`config.mk`:
```
export PLATFORM = sky130hd
export DESIGN_NAME = bus_arbiter
export DESIGN_NICKNAME = d
export VERILOG_FILES = /design/src/rtl/bus_arbiter_pkg.sv /design/src/rtl/bus_arbiter.sv
export SDC_FILE = /design/constraint.sdc
export NUM_CORES = 1
export LEC_CHECK = 0
export CORE_ASPECT_RATIO = 0.9
export CORE_MARGIN = 2
export CORE_UTILIZATION = 29
export DETAILED_ROUTE_END_ITERATION = 8
export HOLD_SLACK_MARGIN = 0.15
export PLACE_DENSITY_LB_ADDON = 0.08
export REMOVE_ABC_BUFFERS = 1
export SLEW_MARGIN = 20
export SYNTH_ARGS = -nofsm -noshare
export SYNTH_HDL_FRONTEND = slang
export SYNTH_SLANG_ARGS = --single-unit
```
`constraint.sdc`:
```
create_clock -name clk -period 3.3 [get_ports clk]
set_clock_uncertainty 0.05 [all_clocks]
set_input_delay 0.33 -clock clk [delete_from_list [all_inputs] [get_ports clk]]
set_output_delay 0.33 -clock clk [all_outputs]
set_load 0.02 [all_outputs]
```
`src/rtl/bus_arbiter_pkg.sv`:
```
// Shared cache-side definitions: arbiter state encodings and default geometry.
// Imported by the bus arbiter and the cache controller.
package bus_arbiter_pkg;

    localparam logic [2:0] Q_IDLE = 3'b001;
    localparam logic [2:0] Q_GNT0 = 3'b010;
    localparam logic [2:0] Q_GNT1 = 3'b100;

    localparam int unsigned ADDR_W_DEF  = 5;
    localparam int unsigned DATA_W_DEF  = 16;
    localparam int unsigned TIMEOUT_DEF = 15;

    // Grant-cycle counter must hold TIMEOUT and is never narrower than 4 bits.
    function automatic int unsigned cnt_width(input int unsigned timeout);
        return ($clog2(timeout + 1) > 4) ? $clog2(timeout + 1) : 4;
    endfunction

endpackage

```
`src/rtl/bus_arbiter.sv`:
```
// Two-requester round-robin arbiter in front of a single memory port, with
// one idle turnaround cycle between grants and a per-grant completion timeout.
module bus_arbiter
    import bus_arbiter_pkg::*;
#(
    parameter int unsigned ADDR_W  = ADDR_W_DEF,
    parameter int unsigned DATA_W  = DATA_W_DEF,
    parameter int unsigned TIMEOUT = TIMEOUT_DEF
) (
    input  logic              clk,
    input  logic              rst,
    input  logic              bus_rd_0,
    input  logic              bus_wr_0,
    input  logic [ADDR_W-1:0] bus_addr_0,
    input  logic [DATA_W-1:0] bus_dout_0,
    output logic [DATA_W-1:0] bus_din_0,
    output logic              bus_done_0,
    input  logic              bus_rd_1,
    input  logic              bus_wr_1,
    input  logic [ADDR_W-1:0] bus_addr_1,
    input  logic [DATA_W-1:0] bus_dout_1,
    output logic [DATA_W-1:0] bus_din_1,
    output logic              bus_done_1,
    output logic              memread,
    output logic              memwrite,
    output logic [ADDR_W-1:0] addr,
    output logic [DATA_W-1:0] wdata,
    input  logic [DATA_W-1:0] rdata,
    input  logic              mem_done,
    output logic [1:0]        gnt,
    output logic              err_timeout
);

    localparam int unsigned CNT_W = cnt_width(TIMEOUT);

    logic [2:0]       state, state_nxt;
    logic             rr, rr_nxt;
    logic [CNT_W-1:0] cnt, cnt_nxt;
    logic             err_nxt;
    logic             req0, req1, own_req;

    assign req0    = bus_rd_0 | bus_wr_0;
    assign req1    = bus_rd_1 | bus_wr_1;
    assign own_req = (state == Q_GNT0) ? req0 : req1;
    assign gnt     = state[2:1];

    // Completion takes priority over an abort seen in the same cycle.
    always_comb begin
        state_nxt = state;
        rr_nxt    = rr;
        cnt_nxt   = cnt;
        err_nxt   = 1'b0;
        case (state)
            Q_GNT0, Q_GNT1: begin
                if (mem_done) begin
                    state_nxt = Q_IDLE;
                    rr_nxt    = state[1];
                end else if (!own_req) begin
                    state_nxt = Q_IDLE;
                end else if (cnt == CNT_W'(TIMEOUT - 1)) begin
                    state_nxt = Q_IDLE;
                    rr_nxt    = state[1];
                    err_nxt   = 1'b1;
                end else begin
                    cnt_nxt = cnt + 1'b1;
                end
            end
            default: begin
                state_nxt = Q_IDLE;
                cnt_nxt   = '0;
                if (req0 && (!req1 || !rr)) begin
                    state_nxt = Q_GNT0;
                end else if (req1) begin
                    state_nxt = Q_GNT1;
                end
            end
        endcase
    end

    always_ff @(posedge clk or negedge rst) begin
        if (!rst) begin
            state       <= Q_IDLE;
            rr          <= 1'b0;
            cnt         <= '0;
            err_timeout <= 1'b0;
        end else begin
            state       <= state_nxt;
            rr          <= rr_nxt;
            cnt         <= cnt_nxt;
            err_timeout <= err_nxt;
        end
    end

    // Memory and bus sides follow the granted requester's live inputs.
    always_comb begin
        memread    = 1'b0;
        memwrite   = 1'b0;
        addr       = '0;
        wdata      = '0;
        bus_din_0  = '0;
        bus_din_1  = '0;
        bus_done_0 = 1'b0;
        bus_done_1 = 1'b0;
        if (state == Q_GNT0) begin
            memwrite   = bus_wr_0;
            memread    = bus_rd_0 & ~bus_wr_0;
            addr       = bus_addr_0;
            wdata      = bus_dout_0;
            bus_din_0  = rdata;
            bus_done_0 = mem_done;
        end else if (state == Q_GNT1) begin
            memwrite   = bus_wr_1;
            memread    = bus_rd_1 & ~bus_wr_1;
            addr       = bus_addr_1;
            wdata      = bus_dout_1;
            bus_din_1  = rdata;
            bus_done_1 = mem_done;
        end
    end

endmodule

```
# Word level (Yosys, flattened, before mapping)
# Cells that the tools add are included.
[totals]
register_bits = 9
input_bits = 65
out_inout_bits = 60
word_cells = 59
[classes]
mux = 32
n_eq_ne = 7
reduce_logical = 9
n_addsub = 1
bitwise = 6
[ops]
columns = ["op", "n"]
rows = [
  ["two-way mux 16 bit", 5],
  ["two-way mux 3 bit", 6],
  ["two-way mux 4 bit", 4],
  ["two-way mux 1 bit", 15],
  ["two-way mux 5 bit", 2],
  ["inequality test 2 bit (second input constant)", 3],
  ["AND reduction 3 bit", 2],
  ["adder 4 x 1 -> 4 bit (second input constant)", 1],
  ["equality test 4 bit (second input constant)", 1],
  ["inequality test 4 bit (second input constant)", 1],
  ["nonzero test 2 bit", 2],
  ["equality test 3 x 2 -> 1 bit (second input constant)", 1],
  ["equality test 3 bit (second input constant)", 1],
  ["AND 1 bit", 2],
  ["logical NOT 1 bit", 2],
  ["inverter 1 bit", 2],
  ["OR 1 bit", 2],
  ["OR reduction 2 bit", 1],
  ["logical AND 1 bit", 1],
  ["logical OR 1 bit", 1],
]

# Depth between registers and ports, before layout
# Gate-level depths: netlist of the first run.
[logic_depth]
ltp_word = 6
mapped_depth = 6
ltp_nobuf = 6

# Worst setup path before layout of the first run
# Ideal clock, no wire load.
[synth_timing]
kind = "register to output"
startpoint = "register state[2]"
endpoint = "output port addr[4]"
required_ps = 2920
arrival_time_ps = 1439
path_stages_with_launch = 4
path_slack_ps = 1481
cell_sequence = "dfrtp_1 -> nor3b_1 -> clkbuf_1 -> a22o_1"
[synth_between]
elab_chain_cells = 3
[synth_lines]
columns = ["element", "line", "rtl"]
rows = [
  ["from (decl)", "bus_arbiter.sv:36", "logic [2:0] state, state_nxt;"],
  ["from (signal assigned)", "bus_arbiter.sv:87", "state <= state_nxt;"],
  ["equality test 3 bit", "bus_arbiter.sv:111", "end else if (state == Q_GNT1) begin"],
  ["two-way mux 5 bit", "bus_arbiter.sv:111", ""],
  ["two-way mux 5 bit (*)", "bus_arbiter.sv:104", "if (state == Q_GNT0) begin"],
  ["to (decl)", "bus_arbiter.sv:26", "output logic [ADDR_W-1:0] addr,"],
]
# Mark *: on every way between the ends. The rest lies on a longest branch, timed or not.

# Final worst setup path of the first run
[layout_timing]
startpoint = "register state[2]"
endpoint = "output port wdata[14]"
[layout_between]
elab_chain_cells = 3
[layout_lines]
columns = ["element", "line", "rtl"]
rows = [
  ["equality test 3 bit", "bus_arbiter.sv:111", ""],
  ["two-way mux 16 bit", "bus_arbiter.sv:111", ""],
  ["two-way mux 16 bit (*)", "bus_arbiter.sv:104", ""],
  ["to (decl)", "bus_arbiter.sv:27", "output logic [DATA_W-1:0] wdata,"],
]
# Marks and branches as above.

==> results of run 1 <==
logic make-up after synthesis:
| family | after synthesis | share of synthesized area (%) |
|---|---|---|
| and+or+nand+nor | 61 | 36.17 |
| AOI/OAI and AO/OA | 42 | 29.96 |
| buffers and inverters | 13 | 6.334 |
| DFF | 9 | 22.05 |
| adders and majority gates | 2 | 2.436 |
| xor gates and xnor gates | 1 | 0.8528 |
| muxes | 1 | 2.192 |
stage by stage:
step	util (%)	instances
after CTS	69.19	292
after floorplan	-	118
after global routing	69.19	292
final	69.19	292
after detailed placement	67.85	288
after global placement	67.85	288
worst register-to-register path, cell delays in order, from the launching register on:
cell and delay, ns:
dfrtp_1 0.46, or3b_1 0.51, mux2i_4 0.26, or3_1 0.35, a21oi_1 0.14
how the worst max path moves through the flow:
stage | start | to | slack, ns | depth (start not counted)
2_1_floorplan | state[1] | addr[0] | -0.10 | 2
3_3_place_gp | state[2] | addr[1] | 1.05 | 4
3_5_place_dp | state[2] | addr[1] | 1.03 | 4
4_1_cts | state[2] | addr[1] | 0.77 | 4
6_report | state[2] | wdata[14] | 0.78 | 4
5_1_grt | state[2] | wdata[14] | 0.69 | 4
routing by layer:
layer	vias to the layer above	GRT usage, %
met5	-	0
met2	72	37.29
met3	5	7.792
met1	622	21.71
met4	0	3.790
li1	704	-
report_power, final:
group / total [uW] / internal, uW / switching, uW
Combinational: 1320 / 658 / 661
Sequential: 198 / 147 / 50.7
Clock: 127 / 84.1 / 43.2
synth_stat cells (2+ instances only):
library cell	instances
and2_1	34
a22o_1	22
dfrtp_1	8
a21oi_1	7
clkbuf_1	7
o21ai_0	7
nor2_1	6
or3_1	4
buf_4	2
ha_1	2
inv_1	2
nand2_1	2
nand2b_1	2
nand3_1	2
nand3b_1	2
nor3b_1	2
or2_2	2
state kept, by name, summed over array words and instances (netlist names):
name	cells
err_timeout	1
cnt	4
rr	1
state	3
cell type report:
class / instances / share of cell area, %
Multi-Input combinational cell: 107 / 31.96
Timing Repair Buffer: 126 / 53.75
Sequential cell: 9 / 9.690
Clock buffer: 4 / 1.927
Tap cell: 44 / 2.355
Inverter: 2 / 0.3212
==> impl_metrics.json, run 1 <==
{
  "dpl_worst_slack_ns": 1.027,
  "placed_area_sq_mm": 0.002292,
  "htree_levels": 1,
  "synthCells": 129,
  "numCtsBuffers": 3,
  "cp.arrival_ns": 2.14,
  "cts_tree": "done",
  "setup_violations": 0,
  "first_global_vias": 1311,
  "nNetsFinal": 316,
  "fin_crit_sh_pct": 76.48,
  "total_power_uw": 1645,
  "ys_seq_area_share_pct": 22.05,
  "finalHoldViolations": 0,
  "drtIter0Drc": 37,
  "synth.distinct_cells": 33,
  "path_max_fanout": 45,
  "slew_viol_final": 0,
  "critPathRequiredTime_ns": 2.92,
  "start_kind": "flip-flop",
  "ir_worst_vdd_mv": 0.3297,
  "post-cts-setup-buffer-count": 0,
  "fp.coreArea_sq_mm": 0.003378,
  "final_common_cell": "clkdlybuf4s50_1",
  "cpPeakStageDelay_ns": 0.65,
  "worstReg2RegEnd": "cnt[2]",
  "setup_tns_ns": 0,
  "synth-edff-count": 0,
  "nFillCells": 285,
  "crit_path_top_delay_cell": "clkdlybuf4s50_1",
  "synth_area_sq_mm": 0.001027,
  "die_y_microns": 60.46,
  "route.met3.wl_microns": 404,
  "yosysTopAreaCell": "and2_1",
  "hold_buffers": 0,
  "relSlewSlack_pct": 72.87,
  "grt_pass1_wl_mm": 6.120,
  "ys_ff_latch": 9,
  "final_cell_mix": "124 x clkdlybuf4s50_1, 34 x and2_1, 22 x a22o_1",
  "via_count": 1403,
  "top_layer": "met4",
  "cts.clk_slew.worst_paths_ns": 0.04,
  "drive_gt1_share_pct": 4.435,
  "r2r_slack_ns": 1.45,
  "worst_hold_slack_ns": 0.3454,
  "maxCapViolCount": 0,
  "drt-pass1-iter-count": 4,
  "path_buf_inv": 2,
  "antenna_found_initial": 0,
  "portBuffers": 124,
  "synth_top_area_share_pct": 20.71,
  "cp_cell_sequence": "nor3b_4 -> buf_4 -> a22o_1 -> clkdlybuf4s50_1",
  "critPathTopFamily": "buffers and inverters",
  "grt-ovfl-total": 0,
  "dieArea_sq_mm": 0.004035,
  "timing.rr.start": "state[1]",
  "rows": 20,
  "clockBufferDepth": 2,
  "wl_mm": 4.288,
  "total_leakage_power_uw": 0.0009102,
  "ant_nets": 0,
  "insertion_delay_ns": 0.23,
  "gp_congestion": 0.7405,
  "syn_area_per_cell_sq_um": 7.963,
  "synth_ff_type": "dfrtp_1",
  "cts_sinks": 9,
  "ff2ff_path_depth": 4,
  "cts_resized": 0,
  "antenna_cells": 0,
  "vias_per_cell": 4.805,
  "place_hpwl_mm": 3.462,
  "wl_met2_mm": 2.242,
  "regArea_sq_um": 226.5,
  "hold_path_class": "in2async",
  "grt_max_degree": 46,
  "status": "complete, no violations",
  "multi_input_area_sq_um": 747.0,
  "ioPinCount": 125,
  "fmax_mhz": 396.2,
  "grt_usage_pct": 19.94,
  "synthArstFlopShare_pct": 100.0,
  "period_needed_ns": 2.524,
  "synth_area_leaders": "and2_1 21%, dfrtp_1 19%, a22o_1 19%",
  "fin_ws_ns": 0.7761,
  "cellPowerDensity_mw_per_mm2": 703.8,
  "wire_per_inst_microns": 14.68,
  "syn_to_final_growth_pct": 127.5,
  "die_w_microns": 66.74,
  "drc": 0,
  "stdcell_area_sq_mm": 0.002337,
  "worst_pin_slew_ns": 0.4057,
  "path_class": "reg2out",
  "rsz0062_at_grt": "false",
  "synth_warnings": 0,
  "endpoint_kind": "primary output",
  "start_util_pct": 30.41,
  "wl_met1_mm": 1.600,
  "root_buffer": "clkbuf_8"
}
Note: power is estimated with default switching activity, not from simulation.
==> inputs of run 2 (changes only) <==
CORE_UTILIZATION = 27   (was 29)
clock period = 2.5 ns   (was 3.3 ns; I/O delays follow)
==> impl_metrics.json, run 2 (synthesis results as in run 1) <==
{
  "cpPeakStageDelay_ns": 0.64,
  "total_leakage_power_uw": 0.0009190,
  "cts_tree": "done",
  "layout.cells.non_filler": 295,
  "dp_cells": 291,
  "cts.clk_slew.worst_paths_ns": 0.05,
  "portBuffers": 124,
  "intPower_uw": 1205,
  "fin_crit_sh_pct": 92.38,
  "clock_power_share_pct": 7.6,
  "dieArea_sq_mm": 0.004314,
  "endpoint_kind": "primary output",
  "ir_worst_vdd_mv": 0.4502,
  "grt_usage_pct": 20.91,
  "seqPwrFrac_pct": 11.8,
  "clockBufferDepth": 2,
  "rows": 21,
  "stdcell_area_sq_mm": 0.002360,
  "place_hpwl_mm": 3.638,
  "vias_per_cell": 4.803,
  "hold_buffers": 0,
  "insertion_delay_ns": 0.23,
  "ioPinCount": 125,
  "placed_area_sq_mm": 0.002315,
  "reg_top3": "cnt (4), state (3)",
  "via_count": 1417,
  "p_switching_uw": 1010,
  "relSlewSlack_pct": 72.47,
  "final_cell_mix": "124 x clkdlybuf4s50_1, 34 x and2_1, 22 x a22o_1",
  "die_w_microns": 69.02,
  "drt-pass1-iter-count": 4,
  "fmax_mhz": 433.0,
  "fp.coreArea_sq_mm": 0.003679,
  "cts_resized": 0,
  "multi_input_area_sq_um": 747.0,
  "ff2ff_path_depth": 4,
  "numCtsBuffers": 3,
  "grt-ovfl-total": 0,
  "setup_violations": 0,
  "slew_viol_final": 0,
  "syn_to_final_growth_pct": 129.7,
  "post-cts-setup-buffer-count": 0,
  "hold_path_class": "in2async",
  "switching_share_pct": 45.60,
  "antenna_cells": 0,
  "antenna_found_initial": 0,
  "worst_pin_slew_ns": 0.4116,
  "cp_cell_sequence": "nor3b_4 -> buf_12 -> a22o_1 -> clkdlybuf4s50_1",
  "ant_nets": 0,
  "grt_max_degree": 46,
  "die_y_microns": 62.52,
  "nNetsFinal": 317,
  "pwr-share-comb_pct": 80.5,
  "drc": 0,
  "final_common_cell": "clkdlybuf4s50_1",
  "status": "complete, no violations",
  "critPathRequiredTime_ns": 2.20,
  "drive_gt1_share_pct": 4.819,
  "first_global_vias": 1423,
  "period_needed_ns": 2.310,
  "htree_levels": 1,
  "cp.arrival_ns": 2.01,
  "path_class": "reg2out",
  "start_util_pct": 27.93,
  "root_buffer": "clkbuf_8",
  "wire_per_inst_microns": 15.23,
  "rsz0062_at_grt": "false",
  "crit_path_top_delay_cell": "clkdlybuf4s50_1",
  "r2r_slack_ns": 0.66,
  "nFillCells": 329,
  "wl_mm": 4.492,
  "drtIter0Drc": 63,
  "finalHoldViolations": 0,
  "regArea_sq_um": 226.5,
  "gp_congestion": 0.8337,
  "grt_pass1_wl_mm": 7.286,
  "path_max_fanout": 45,
  "largest_register_ffs": 4,
  "top_register": "cnt",
  "cellPowerDensity_mw_per_mm2": 939.0,
  "maxCapViolCount": 0,
  "start_kind": "flip-flop",
  "cts_sinks": 9
}
## run 2: cell types whose count changed in the layout (fill, tap and decap cells not counted), sizes merged
| cell | before | now |
|---|---|---|
| buf | 2 | 3 |
## run 2: path summary, 6_finish.rpt
check	endpoint	from
worst min-delay path	state[2]	rst
worst min register to register	cnt[3]	cnt[3]
max in group asynchronous	state[0]	rst
worst max register to register	cnt[2]	state[2]
min in group clk	cnt[3]	cnt[3]
worst max-delay path	wdata[10]	state[2]
## run 2: area by class of cell
| class | instances | area share (%) |
|---|---|---|
| Multi-Input combinational cell | 107 | 31.65 |
| Tap cell | 46 | 2.439 |
| Inverter | 2 | 0.3181 |
| Sequential cell | 9 | 9.597 |
| Clock buffer | 4 | 1.909 |
| Timing Repair Buffer | 127 | 54.08 |
## run 2: stage by stage
stage          setup TNS [ns]  utilization, %  hold WS [ns]  setup WS, ns  total power, uW
2_1_floorplan          -32.49               -      -0.09559       -0.8247             1157
3_5_place_dp                0           62.93        0.5165        0.4443             2055
5_1_grt                     0           64.15        0.2929       0.06281             2368
6_report                    0           64.15        0.2656        0.1904             2216
3_3_place_gp                0           62.93        0.5062        0.4428             2064
4_1_cts                     0           64.15        0.2644        0.1857             2238
## run 2: layer usage
layer | GRT usage [%] | routed length [microns] | vias to the layer above
met4 | 5.637 | 105 | 0
met5 | 0 | 0 | -
li1 | - | - | 714
met3 | 8.065 | 425 | 10
met1 | 22.94 | 1674 | 622
met2 | 37.50 | 2287 | 71
## run 2: critical path: cells and delay by family (launching register included)
kind	cells	cell delay, ns
buffers and inverters	2	0.87
flip-flops	1	0.47
AND/OR/NAND/NOR	1	0.27
AO/OA/AOI/OAI	1	0.15
## run 2: power by group through the flow
stage / Combinational, uW / Clock (uW) / Sequential [uW]
after floorplan: 896 / 0 / 261
after global placement: 1800 / 0 / 263
after detailed placement: 1790 / 0 / 265
after CTS: 1800 / 174 / 263
after global routing: 1910 / 182 / 273
final: 1780 / 169 / 262
==> inputs of run 3 (changes only) <==
TNS_END_PERCENT = 100   (was not set)
==> results of run 3 <==
Same layout as run 2: the final DEF is identical, and so are final timing and power.
==> variant: new RTL, config.mk and constraints of run 1 <==
Set the package constant `ADDR_W_DEF` to 4 (it was 5).
--- a/src/rtl/bus_arbiter_pkg.sv
+++ b/src/rtl/bus_arbiter_pkg.sv
@@ -6,7 +6,7 @@
     localparam logic [2:0] Q_GNT0 = 3'b010;
     localparam logic [2:0] Q_GNT1 = 3'b100;
 
-    localparam int unsigned ADDR_W_DEF  = 5;
+    localparam int unsigned ADDR_W_DEF  = 4;
     localparam int unsigned DATA_W_DEF  = 16;
     localparam int unsigned TIMEOUT_DEF = 15;
 
Ports: changed (resized addr, bus_addr_0 and bus_addr_1); port bits go from 125 to 122. The function was not compared with the original's and may differ.
==> variant against run 1 <==
  * Design area fell by 0.59%
  * Total power rose by 0.15%
  * Register-to-register slack lost 0.02 ns
  * Core utilization down 0.41 points
  * Hold slack gained 0.0073 ns
  * Die area fell by 0.12%
  * Worst setup slack improved by 0.12 ns
  * Sequential cell count unchanged
  * Synthesized area down 0.12%
  * Routed wire length rose by 5.9%
  * Largest cell class unchanged
  * Largest power group unchanged
==> variant: results (changes against run 1) <==
stage	metric	value	unit	change
cells_and_area	ratio of cells with drive above 1 in the final layout	0.0569		+0.0126
synth	synth top area cells	and2_1, dfrtp_1, a22o_1		
cts	TritonCTS buffer count	3		unchanged
place	input/output buffers	121		-2.4%
cells_and_area	Multi-input gate area	748	µm²	+0.17%
cells_and_area	comb_multi_in	106		-0.93%
cells_and_area	clock buf count	4		unchanged
power_and_ir_drop	P_leak	0.000907	µW	-0.36%
cells_and_area	nets@finish	312		-1.3%
place	Place WS	1.13	ns	+0.104 ns
timing	WHS	0.353	ns	+0.00727 ns
outcome	outcome	complete, no violations		
synth	sequential area share after synthesis	0.221		+0.000269
setup_path	reg2reg end	cnt[3]		
cells_and_area	FFs & Latches	9		unchanged
global_route	largest net degree at the start of global routing	25		-46%
cells_and_area	# fillers	278		-2.5%
timing	final setup margin	0.895	ns	+0.119 ns
setup_path	Critical Path AT	2.03	ns	-0.11 ns
synth	Syn Inst Count	128		-0.78%
drt	WL final	4540	µm	+5.9%
global_route	first-pass GRT wire length	6560	µm	+7.2%
power_and_ir_drop	Gate power share	0.800		-0.002
power_and_ir_drop	sw power	751	µW	-0.59%
setup_path	R2R Setup Slk	1.43	ns	-0.02 ns
synth	Unique masters post-synth	34		+3.0%
setup_path	R2R Path Start	state[2]		
cells_and_area	Non-clock buffers	125		-0.79%
synth	Post-synth top cells	and2_1, a22o_1, clkbuf_1, dfrtp_1		
place	hpwl dp	3740	µm	+8.1%
setup_path	worst setup path endpoint	bus_din_1[2]		
drt	initial DRC count	24		-35%
place	dpl cell area	2280	µm²	-0.60%
==> variant: changes by cell type in the layout (fill, tap and decap cells not counted), sizes merged <==
cell | before | now
clkdlybuf4s50 | 124 | 121
buf | 2 | 4
a22o | 22 | 21
==> variant: cell families after synthesis <==
kind of cell             synth area share
AO/OA/AOI/OAI                       0.295
XOR/XNOR                          0.00854
adder cells (fa/ha/maj)            0.0244
buffers and inverters              0.0622
flip-flops                          0.221
multiplexers                       0.0219
AND/OR/NAND/NOR                     0.367
==> variant: critical path, cell delays in order, from the launching register on <==
cell and delay, ns:
dfrtp_1 0.49, nor3b_4 0.24, buf_4 0.25, and2_1 0.17
clkdlybuf4s50_1 0.65
==> variant: metal layers <==
layer	vias up	part of all wire	track usage
met5	-	0	0
met1	642	0.34	0.214
met3	10	0.11	0.0705
met4	0	0.026	0.0612
li1	694	-	-
met2	79	0.53	0.413
